$ cat src/rtl/spi_responder.sv
// rtl/spi_responder.sv - SPI mode-0 responder with a one-word tx holding register
// All SPI pins are oversampled on S_AXI_ACLK; sck is treated purely as data.
module spi_responder #(
  parameter int SYNC_STAGES = 2
) (
  input  logic        S_AXI_ACLK,
  input  logic        S_AXI_ARESET,
  input  logic        CS_,
  input  logic        sck,
  input  logic        sdi,
  output logic        sdo,
  input  logic [5:0]  frame_len,
  input  logic [31:0] tx_data,
  input  logic        tx_valid,
  output logic        tx_ready,
  output logic [31:0] rx_data,
  output logic        rx_valid,
  output logic        busy,
  output logic        abort,
  output logic        underrun
);

  localparam logic [1:0] S_IDLE  = 2'd0;
  localparam logic [1:0] S_SHIFT = 2'd1;
  localparam logic [1:0] S_FLUSH = 2'd2;

  logic [SYNC_STAGES-1:0] cs_sync;
  logic [SYNC_STAGES-1:0] sck_sync;
  logic [SYNC_STAGES-1:0] sdi_sync;
  logic                   cs_d;
  logic                   sck_d;
  logic [SYNC_STAGES:0]   settle;
  logic                   armed;

  logic [1:0]  state;
  logic [5:0]  bit_cnt;
  logic [5:0]  len_q;
  logic [31:0] tx_shift;
  logic [31:0] rx_shift;
  logic [31:0] tx_hold;
  logic        hold_full;

  logic        cs_s;
  logic        sck_s;
  logic        sdi_s;
  logic        cs_fall;
  logic        cs_rise;
  logic        sck_rise;
  logic        sck_fall;
  logic        start;
  logic        tx_fire;
  logic [5:0]  len_eff;
  logic [5:0]  align_amt;
  logic [31:0] tx_src;
  logic [31:0] tx_aligned;
  logic [31:0] rx_next;

  assign cs_s  = cs_sync[SYNC_STAGES-1];
  assign sck_s = sck_sync[SYNC_STAGES-1];
  assign sdi_s = sdi_sync[SYNC_STAGES-1];

  assign cs_fall  = cs_d & ~cs_s;
  assign cs_rise  = ~cs_d & cs_s;
  assign sck_rise = ~sck_d & sck_s;
  assign sck_fall = sck_d & ~sck_s;

  assign tx_ready = ~hold_full;
  assign tx_fire  = tx_valid & ~hold_full;
  assign start    = (state == S_IDLE) && cs_fall && armed;

  assign len_eff    = ((frame_len == 6'd0) || (frame_len > 6'd32)) ? 6'd32 : frame_len;
  assign align_amt  = 6'd32 - len_eff;
  assign tx_src     = hold_full ? tx_hold : 32'd0;
  // Left-align the word so the MSB of the frame always sits in bit 31.
  assign tx_aligned = tx_src << align_amt;
  assign rx_next    = {rx_shift[30:0], sdi_s};

  always_ff @(posedge S_AXI_ACLK) begin
    if (S_AXI_ARESET) begin
      cs_sync  <= '1;
      sck_sync <= '0;
      sdi_sync <= '0;
      cs_d     <= 1'b1;
      sck_d    <= 1'b0;
      settle   <= '0;
      armed    <= 1'b0;
    end else begin
      cs_sync  <= {cs_sync[SYNC_STAGES-2:0], CS_};
      sck_sync <= {sck_sync[SYNC_STAGES-2:0], sck};
      sdi_sync <= {sdi_sync[SYNC_STAGES-2:0], sdi};
      cs_d     <= cs_s;
      sck_d    <= sck_s;
      settle   <= {settle[SYNC_STAGES-1:0], 1'b1};
      // A frame may only start once CS_ has been seen high with the chain flushed,
      // so a CS_ still low from before a reset is never mistaken for a new fall.
      if (settle[SYNC_STAGES] && cs_s)
        armed <= 1'b1;
    end
  end

  always_ff @(posedge S_AXI_ACLK) begin
    if (S_AXI_ARESET) begin
      state     <= S_IDLE;
      sdo       <= 1'b0;
      busy      <= 1'b0;
      rx_data   <= 32'd0;
      rx_valid  <= 1'b0;
      abort     <= 1'b0;
      underrun  <= 1'b0;
      bit_cnt   <= 6'd0;
      len_q     <= 6'd32;
      tx_shift  <= 32'd0;
      rx_shift  <= 32'd0;
      tx_hold   <= 32'd0;
      hold_full <= 1'b0;
    end else begin
      rx_valid <= 1'b0;
      abort    <= 1'b0;
      underrun <= 1'b0;

      if (tx_fire) begin
        tx_hold   <= tx_data;
        hold_full <= 1'b1;
      end else if (start) begin
        hold_full <= 1'b0;
      end

      case (state)
        S_IDLE: begin
          sdo  <= 1'b0;
          busy <= 1'b0;
          if (start) begin
            state    <= S_SHIFT;
            busy     <= 1'b1;
            bit_cnt  <= 6'd0;
            len_q    <= len_eff;
            tx_shift <= tx_aligned;
            sdo      <= tx_aligned[31];
            rx_shift <= 32'd0;
            underrun <= ~hold_full;
          end
        end
        S_SHIFT: begin
          if (cs_rise) begin
            state <= S_IDLE;
            busy  <= 1'b0;
            sdo   <= 1'b0;
            abort <= 1'b1;
          end else if (sck_rise) begin
            rx_shift <= rx_next;
            bit_cnt  <= bit_cnt + 6'd1;
            if (bit_cnt + 6'd1 == len_q) begin
              state    <= S_FLUSH;
              sdo      <= 1'b0;
              rx_data  <= rx_next;
              rx_valid <= 1'b1;
            end
          end else if (sck_fall && (bit_cnt < len_q)) begin
            tx_shift <= {tx_shift[30:0], 1'b0};
            sdo      <= tx_shift[30];
          end
        end
        S_FLUSH: begin
          sdo <= 1'b0;
          if (cs_rise) begin
            state <= S_IDLE;
            busy  <= 1'b0;
          end
        end
        default: begin
          state <= S_IDLE;
          busy  <= 1'b0;
          sdo   <= 1'b0;
        end
      endcase
    end
  end

endmodule

$ cat config.mk
export PLATFORM = sky130hd
export DESIGN_NAME = spi_responder
export DESIGN_NICKNAME = d
export VERILOG_FILES = /design/src/rtl/spi_responder.sv
export SDC_FILE = /design/constraint.sdc
export NUM_CORES = 1
export LEC_CHECK = 0
export ABC_CLOCK_PERIOD_IN_PS = 3850
export CORE_ASPECT_RATIO = 1.1
export CORE_UTILIZATION = 45
export DETAILED_ROUTE_END_ITERATION = 7
export PLACE_DENSITY = 0.68
export SYNTH_ARGS = -nofsm -noshare
export SYNTH_HDL_FRONTEND = slang
export SYNTH_SLANG_ARGS = --single-unit
$ cat constraint.sdc
create_clock -name S_AXI_ACLK -period 3.85 [get_ports S_AXI_ACLK]
set_clock_uncertainty 0.05 [all_clocks]
set_input_delay 0.77 -clock S_AXI_ACLK [delete_from_list [all_inputs] [get_ports S_AXI_ACLK]]
set_output_delay 0.77 -clock S_AXI_ACLK [all_outputs]
set_load 0.005 [all_outputs]
# ---- After elaboration in Yosys (flattened, before gate mapping)
# Index checks and enable logic that the tools add are counted.
dict set report totals {
  mem_bits_ro 0
  latchBits 0
  elab_cells 109
  memories 0
  inputBits 44
  ramBits 0
  reg_bits 158
}
dict set report op_classes {
  eq_ne 14
  muxes 35
  n_shift 1
  n_bitwise 15
  n_addsub 2
  multipliers 0
  reduce_logical 19
  order_cmp 2
  div 0
}
# operator count
set op_table {}
lappend op_table {{two-way mux 31 bit} 7}
lappend op_table {{one-hot mux 31 bit (2 select lines)} 2}
lappend op_table {{two-way mux 32 bit} 1}
lappend op_table {{left shift 32 x 6 -> 32 bit} 1}
lappend op_table {{two-way mux 6 bit} 4}
lappend op_table {{two-way mux 1 bit} 12}
lappend op_table {{inequality test 2 bit, second input constant} 6}
lappend op_table {{one-hot mux 6 bit (2 select lines)} 1}
lappend op_table {{AND reduction 4 bit} 3}
lappend op_table {{two-way mux 2 bit} 5}
lappend op_table {{inverter 1 bit} 10}
lappend op_table {{inequality test 4 bit, second input constant} 2}
lappend op_table {{adder 6 x 1 -> 6 bit, second input constant} 1}
lappend op_table {{equality test 6 bit} 1}
lappend op_table {{greater-than comparator 6 bit, second input constant} 1}
lappend op_table {{zero test 6 bit} 1}
lappend op_table {{less-than comparator 6 bit} 1}
lappend op_table {{inequality test 3 bit, second input constant} 2}
lappend op_table {{one-hot mux 2 bit (3 select lines)} 1}
lappend op_table {{subtractor 6 bit, first input constant} 1}
lappend op_table {{bitwise AND 1 bit} 5}
lappend op_table {{AND reduction 5 bit} 1}
lappend op_table {{logical AND 1 bit} 4}
lappend op_table {{one-hot mux 1 bit (2 select lines)} 2}
lappend op_table {{10 further kinds} 13}

# ---- Logic depth before layout (Yosys ltp)
# Gate-level depths: netlist of the first run.
dict set report logic_depth {
  depth_word 7
  ltp_mapped 13
  depth_no_buf 10
}

# ---- Worst setup path before layout of the first run
# OpenSTA, ideal clock, no wires.
dict set report synth_timing {
  kind {input -> register}
  startpoint {in frame_len[5]}
  endpoint {reg tx_shift[23]}
  path_stages 13
  setup_time_ns 0.092
  n_path_buf 5
  setup_slack_ns 0.464
  arrival_time_ns 3.244
  cell_sequence {nand2b_1 -> buf_4 -> buf_6 -> buf_4 -> ha_1 -> buf_2 -> xnor2_1 -> buf_2 -> mux2i_1 -> nand3_1 -> a311oi_1 -> a211oi_1 -> nor4_1}
}
dict set report synth_via {
  elab_chain_cells 7
}
# item line_no
set synth_rtl {}
lappend synth_rtl {{start, declared} 12} ;# input logic [5:0] frame_len,
lappend synth_rtl {{greater-than comparator 6 bit or zero test 6 bit (tied branches)} 71} ;# assign len_eff = ((frame_len == 6'd0) || (frame_len > 6'd32)) ? 6'd32 : frame_len;
lappend synth_rtl {{logical OR 1 bit} 71}
lappend synth_rtl {{two-way mux 6 bit (*)} 71}
lappend synth_rtl {{subtractor 6 bit (*)} 72} ;# assign align_amt = 6'd32 - len_eff;
lappend synth_rtl {{left shift 32 x 6 -> 32 bit (*)} 75} ;# assign tx_aligned = tx_src << align_amt;
lappend synth_rtl {{two-way mux 31 bit (*)} 132} ;# if (start) begin
lappend synth_rtl {{one-hot mux 31 bit (2 select lines) (*)} 128} ;# case (state)
lappend synth_rtl {{end signal, assigned} 137} ;# tx_shift <= tx_aligned;
lappend synth_rtl {{end signal, assigned} 159} ;# tx_shift <= {tx_shift[30:0], 1'b0};
lappend synth_rtl {{end, declared} 38} ;# logic [31:0] tx_shift;
# Every way passes the cells marked *; elsewhere a longest branch is shown, timed or not. The select of a mux whose other input is x is not followed.
# A chain may end at the register's enable or synchronous reset.

# ---- Final worst setup path of the first run
dict set report layout_timing {
  startpoint {in frame_len[5]}
  endpoint {reg tx_shift[7]}
}
# Same word-level chain as after synthesis.

==> results of run 1 <==
==> cell families (layout without fill, tap and decap cells) <==
group | Yosys count | after routing | synth area share
AO/OA/AOI/OAI | 258 | 258 | 0.199
XOR/XNOR | 10 | 10 | 0.0117
adder cells (fa/ha/maj) | 11 | 11 | 0.0169
buffers and inverters | 98 | 170 | 0.0530
flip-flops | 158 | 158 | 0.389
multiplexers | 84 | 84 | 0.113
AND/OR/NAND/NOR | 394 | 394 | 0.217
==> flip-flops by register name (all words and copies together), names as in the netlist <==
name	flops
bit_cnt	6
rx_valid	1
rx_shift	31
settle	3
sdi_sync	2
sck_sync	2
busy	1
rx_data	32
tx_hold	32
abort	1
hold_full	1
underrun	1
tx_shift	31
armed	1
sck_d	1
sdo	1
state	2
len_q	6
cs_sync	2
cs_d	1
==> report_power, final <==
part	switching, W	total, W	internal [W]
registers	0.0000341	0.00170	0.00167
logic	0.000369	0.000575	0.000207
clock network	0.000796	0.00167	0.000870
==> worst min path at each step <==
stage / cells after the start / start / to / slack (ps)
global placement: 1 / cs_sync[0] / cs_sync[1] / 340
CTS: 1 / cs_sync[0] / cs_sync[1] / 360
floorplan: 1 / cs_sync[0] / cs_sync[1] / 340
finish: 1 / cs_sync[0] / cs_sync[1] / 360
detailed placement: 1 / cs_sync[0] / cs_sync[1] / 340
global route: 1 / cs_sync[0] / cs_sync[1] / 370
==> layout make-up <==
| cell class | instances | share of cell area |
|---|---|---|
| clock inverter | 15 | 0.0170 |
| tap | 238 | 0.0304 |
| clock buffer | 17 | 0.0434 |
| multi-input combinational | 757 | 0.467 |
| sequential | 158 | 0.323 |
| inverter | 16 | 0.00613 |
| timing repair buffer | 122 | 0.114 |
==> per-layer routing <==
layer  share of wire  GRT usage
met4           0.028      0.108
met3           0.062     0.0521
met2            0.48      0.427
met5               0          0
met1            0.43      0.320
==> cells in the mapped netlist, types with 3 or more instances <==
cell type and n:
or3_1 6, a32oi_1 8, buf_4 8, nand4b_1 3, and2_1 3, nor2_1 97, a31oi_1 14, nand2_1 155
a311oi_1 4, buf_2 9, o221ai_1 6, o21ai_1 5, mux4_2 6, o21ai_0 42, nor4_1 4, o311ai_1 3
o22ai_1 5, mux2_1 4, a211oi_1 15, a221oi_1 7, nor3_1 27, and3_1 4, or2_2 4, a21oi_1 113
nand3_1 60, nand4_1 4, xnor2_1 6, o32ai_1 4, clkbuf_1 60, dfxtp_1 158, o211ai_1 7, nor2b_1 10
ha_1 11, mux2i_1 72, inv_1 13, buf_6 3, xor2_1 3, nor3b_1 3, nand2b_1 6
==> stage by stage <==
stage	cell area [µm²]	setup WS, ps
after global placement	9210	-154
after detailed placement	9210	-141
after CTS	9800	317
final	9800	296
after floorplan	8140	464
after global routing	9800	141
==> critical path: stages <==
cell and delay [ps]:
clkdlybuf4s50_1 530, nand2b_2 150, ha_1 160, inv_1 80, xnor2_2 980, buf_4 310
a2bb2oi_1 250, o22ai_1 190, a221oi_1 310, nor2_1 80
==> flow_summary.toml, run 1 <==
[critical_path]
critPathLaunchType = "primary input"
cp.required_ps = 4120
cp-startpoint = "frame_len[5]"
ff2ff_path_depth = 9
rrSetupSlack_ps = 730
crit_end = "tx_shift[7]"
cp-end-kind = "register"
critical_path_class = "in2reg"
critPathMaxFanout = 20
rr_endpoint = "tx_shift[25]"
r2r-start = "state[1]"
cp.arrival_ps = 3830

[global_route]
antenna_found_initial = 0
grt_pass1_vias = 7261
grt_usage = 0.257
grt_first_pass_wirelength_mm = 37.2
grt_max_degree = 69
grt.overflow.total = 0

[route]
via_count = 7700
wl_mm = 22.8
route.antenna.remaining_nets = 0
drc_errors = 0
drtPass1Iterations = 6
routedWlPerCell_um = 17.2
drt-vias-per-instance = 5.82
drt-initial-drc-count = 658

[pwr]
cellPowerDensity_nw_per_um2 = 402
power_leakage_nw = 3.45
ir_worst_vdd_uv = 314
finalPower_w = 0.00394

[cells_and_area]
area_delta_synth_final_pct = 20.4
most-common-layout-cells = "dfxtp_1, nand2_1, a21oi_1"
diodes = 0
n_fill_cell = 1681
utilization = 0.555
nNetsFinal = 1127
final_cells = 1323
mostFrequentLayoutCell = "dfxtp_1"
final_layout_size_suffix_gt1_frac = 0.0968
multi_input_area_um2 = 4570
regArea_um2 = 3160

[floorplanning]
rows = 51
dieArea_um2 = 18600
dieHeight_um = 143
core_area_um2 = 17700
fp.dieW_um = 130
initial_core_util = 0.460
ios = 82

[sta]
slew_headroom = 0.154
whs_ps = 359
clock.fmax_ghz = 0.281
fin_tns_setup_ps = 0
min_period_over_period = 0.923
rsz0062_at_grt = "false"
period_minus_slack_ps = 3550
tightest_slew_ps = 1260
finalSetupViolCount = 0
drv_slew = 0
hold_violations = 0

[placed_design]
portBuffers = 81
hpwlAfterDp_mm = 16.1
placed_cells = 1291
gp_congestion = 0.996

[synthesis]
synth_edf_count = 0
synth_cell_types = 72
synth_nets = 1068
synth_ff_type = "dfxtp_1"
ys_seq_elements = 158
synth_top_area_frac = 0.389
synth_seq_area_share = 0.389
yosys.area.top_type = "dfxtp_1"
synth-async-reset-ratio = 0
ys_warn_count = 0
synthTopCellsByArea = "dfxtp_1, mux2i_1, nand2_1"
avgSynthCellArea_um2 = 8.03
syn_inst = 1013
netlist_area_um2 = 8140

[run]
drv_cap = 0

[clock_network]
cts_sinks = 158
cts_tree = "done"
cts-root-buf = "clkbuf_16"
cts_buffer_depth = 2
clk_pin_slew_ps = 70
cts_resized = 0
numCtsBuffers = 17
htreeDepth = 4
postCtsSetupBuffers = 0
insertion_delay_ps = 440
hold_buffers = 0

[run_status]
status = "finished clean"

[worst_hold_path]
hp-class = "reg2reg"
(Power assumes the default switching activity.)
==> run 2, diff against run 1 <==
--- a/config.mk
+++ b/config.mk
@@ -5,11 +5,12 @@
 export SDC_FILE = /design/constraint.sdc
 export NUM_CORES = 1
 export LEC_CHECK = 0
-export ABC_CLOCK_PERIOD_IN_PS = 3850
+export ABC_CLOCK_PERIOD_IN_PS = 3810
 export CORE_ASPECT_RATIO = 1.1
 export CORE_UTILIZATION = 45
 export DETAILED_ROUTE_END_ITERATION = 7
-export PLACE_DENSITY = 0.68
+export DONT_BUFFER_PORTS = 1
+export PLACE_DENSITY = 0.63
 export SYNTH_ARGS = -nofsm -noshare
 export SYNTH_HDL_FRONTEND = slang
 export SYNTH_SLANG_ARGS = --single-unit
==> constraint.sdc (replaced) <==
create_clock -name S_AXI_ACLK -period 3.81 [get_ports S_AXI_ACLK]
set_clock_uncertainty 0.05 [all_clocks]
set_input_delay 0.762 -clock S_AXI_ACLK [delete_from_list [all_inputs] [get_ports S_AXI_ACLK]]
set_output_delay 0.762 -clock S_AXI_ACLK [all_outputs]
set_load 0.005 [all_outputs]
==> run 2 against run 1 <==
  * Cell count down 7.6%
  * Final area is 9.6% lower
  * Via count down 5.6%
  * Setup slack better by 380 ps
  * Register-to-register slack lost 50 ps
  * Sequential share of layout area increased by 3.4 points
  * Highest routed layer unchanged
  * Clock-buffer cell count unchanged
  * Die area stayed put
==> flow_summary.toml, run 2 (same netlist as run 1, synthesis figures left out) <==
[clock_network]
cts-root-buf = "clkbuf_16"
postCtsSetupBuffers = 0
cts_sinks = 158
cts_resized = 0
clk_pin_slew_ps = 70
numCtsBuffers = 17
htreeDepth = 4
cts_buffer_depth = 2
insertion_delay_ps = 440
hold_buffers = 0
cts_tree = "done"

[global_route]
grt.overflow.total = 0
grt_first_pass_wirelength_mm = 35.6
antenna_found_initial = 0
grt_usage = 0.249
grt_pass1_vias = 6814
grt_max_degree = 140

[cells_and_area]
final_layout_size_suffix_gt1_frac = 0.0853
mostFrequentLayoutCell = "dfxtp_1"
multi_input_area_um2 = 4570
reg_top3 = "rx_data: 32 flops, tx_hold: 32 flops"
regArea_um2 = 3160
utilization = 0.501
n_fill_cell = 1757
most-common-layout-cells = "dfxtp_1, nand2_1, a21oi_1"
final_cells = 1223
area_delta_synth_final_pct = 8.92
diodes = 0
postLayoutCellArea_um2 = 8860
nNetsFinal = 1027

[sta]
rsz0062_at_grt = "false"
hold_violations = 0
fin_tns_setup_ps = 0
tightest_slew_ps = 1160
slew_headroom = 0.224
min_period_over_period = 0.821
drv_slew = 0
period_minus_slack_ps = 3130
finalSetupViolCount = 0
clock.fmax_ghz = 0.320

[critical_path]
rr_endpoint = "tx_shift[29]"
crit_end = "tx_shift[29]"
cp.required_ps = 4130
cp-end-kind = "register"
critPathMaxFanout = 21
rrSetupSlack_ps = 680
cp-startpoint = "state[0]"
critPathLaunchType = "register"
ff2ff_path_depth = 9
cp.arrival_ps = 3450
critical_path_class = "reg2reg"
r2r-start = "state[0]"

[pwr]
seq_power_share = 0.436
pwr-share-clk = 0.442
cellPowerDensity_nw_per_um2 = 445
ir_worst_vdd_uv = 300
p_comb_frac = 0.122
finalPower_w = 0.00394
p_switching_w = 0.00121
intPower_w = 0.00273
power_leakage_nw = 3.06
switching_share = 0.307

[floorplanning]
initial_core_util = 0.460
dieHeight_um = 143
dieArea_um2 = 18600
rows = 51
fp.dieW_um = 130
core_area_um2 = 17700
ios = 82

[run_status]
status = "finished clean"

[route]
route.antenna.remaining_nets = 0
drtPass1Iterations = 6
drt-initial-drc-count = 613
drt-vias-per-instance = 5.94
routedWlPerCell_um = 18.4
drc_errors = 0
via_count = 7266
wl_mm = 22.4

[placed_design]
post_dp_cell_area_um2 = 8260
placed_cells = 1191
portBuffers = 0
hpwlAfterDp_mm = 15.4
gp_congestion = 0.970

[worst_hold_path]
hp-class = "in2reg"

[run]
drv_cap = 0
## run 2: power by group through the flow
stage	combinational (W)	sequential, W	clock, W
floorplan	0.000376	0.00174	0
global placement	0.000474	0.00176	0
detailed placement	0.000472	0.00176	0
CTS	0.000474	0.00172	0.00177
global route	0.000520	0.00172	0.00184
finish	0.000482	0.00172	0.00174
## run 2: worst min-delay path by stage
stage	depth (start not counted)	to	slack, ps	start
floorplan	1	cs_sync[1]	340	cs_sync[0]
global placement	1	cs_sync[1]	340	cs_sync[0]
detailed placement	1	cs_sync[1]	350	cs_sync[0]
CTS	1	rx_shift[11]	330	S_AXI_ARESET
global route	1	rx_data[12]	320	S_AXI_ARESET
finish	1	rx_shift[10]	340	S_AXI_ARESET
## run 2: critical path, stage by stage (launching register included)
cell and delay (ps):
dfxtp_1 330, inv_1 80, ha_1 250, nand3_1 180, or2_2 460, nor2_1 520
a21o_1 580, buf_4 310, o21ai_0 100, a31oi_1 180
## run 2: layout make-up
type | instances | share of cell area
clock buffers | 17 | 0.0480
multi-input cells | 757 | 0.516
inverters | 16 | 0.00678
flip-flops and latches | 158 | 0.357
well taps | 238 | 0.0336
clock inverters | 15 | 0.0206
repair buffers | 22 | 0.0186
## run 2: stage by stage
| step | setup slack [ps] | hold WS [ps] |
|---|---|---|
| final | 681 | 343 |
| after floorplan | 432 | 339 |
| after global routing | 442 | 323 |
| after global placement | 328 | 344 |
| after detailed placement | 331 | 350 |
| after CTS | 693 | 325 |
## run 2: metal layers
layer	global-route usage	routed length (µm)	up-vias
li1	-	-	3553
met1	0.310	9780	3372
met2	0.400	10500	263
met3	0.0536	1300	78
met4	0.132	920	0
met5	0	0	-
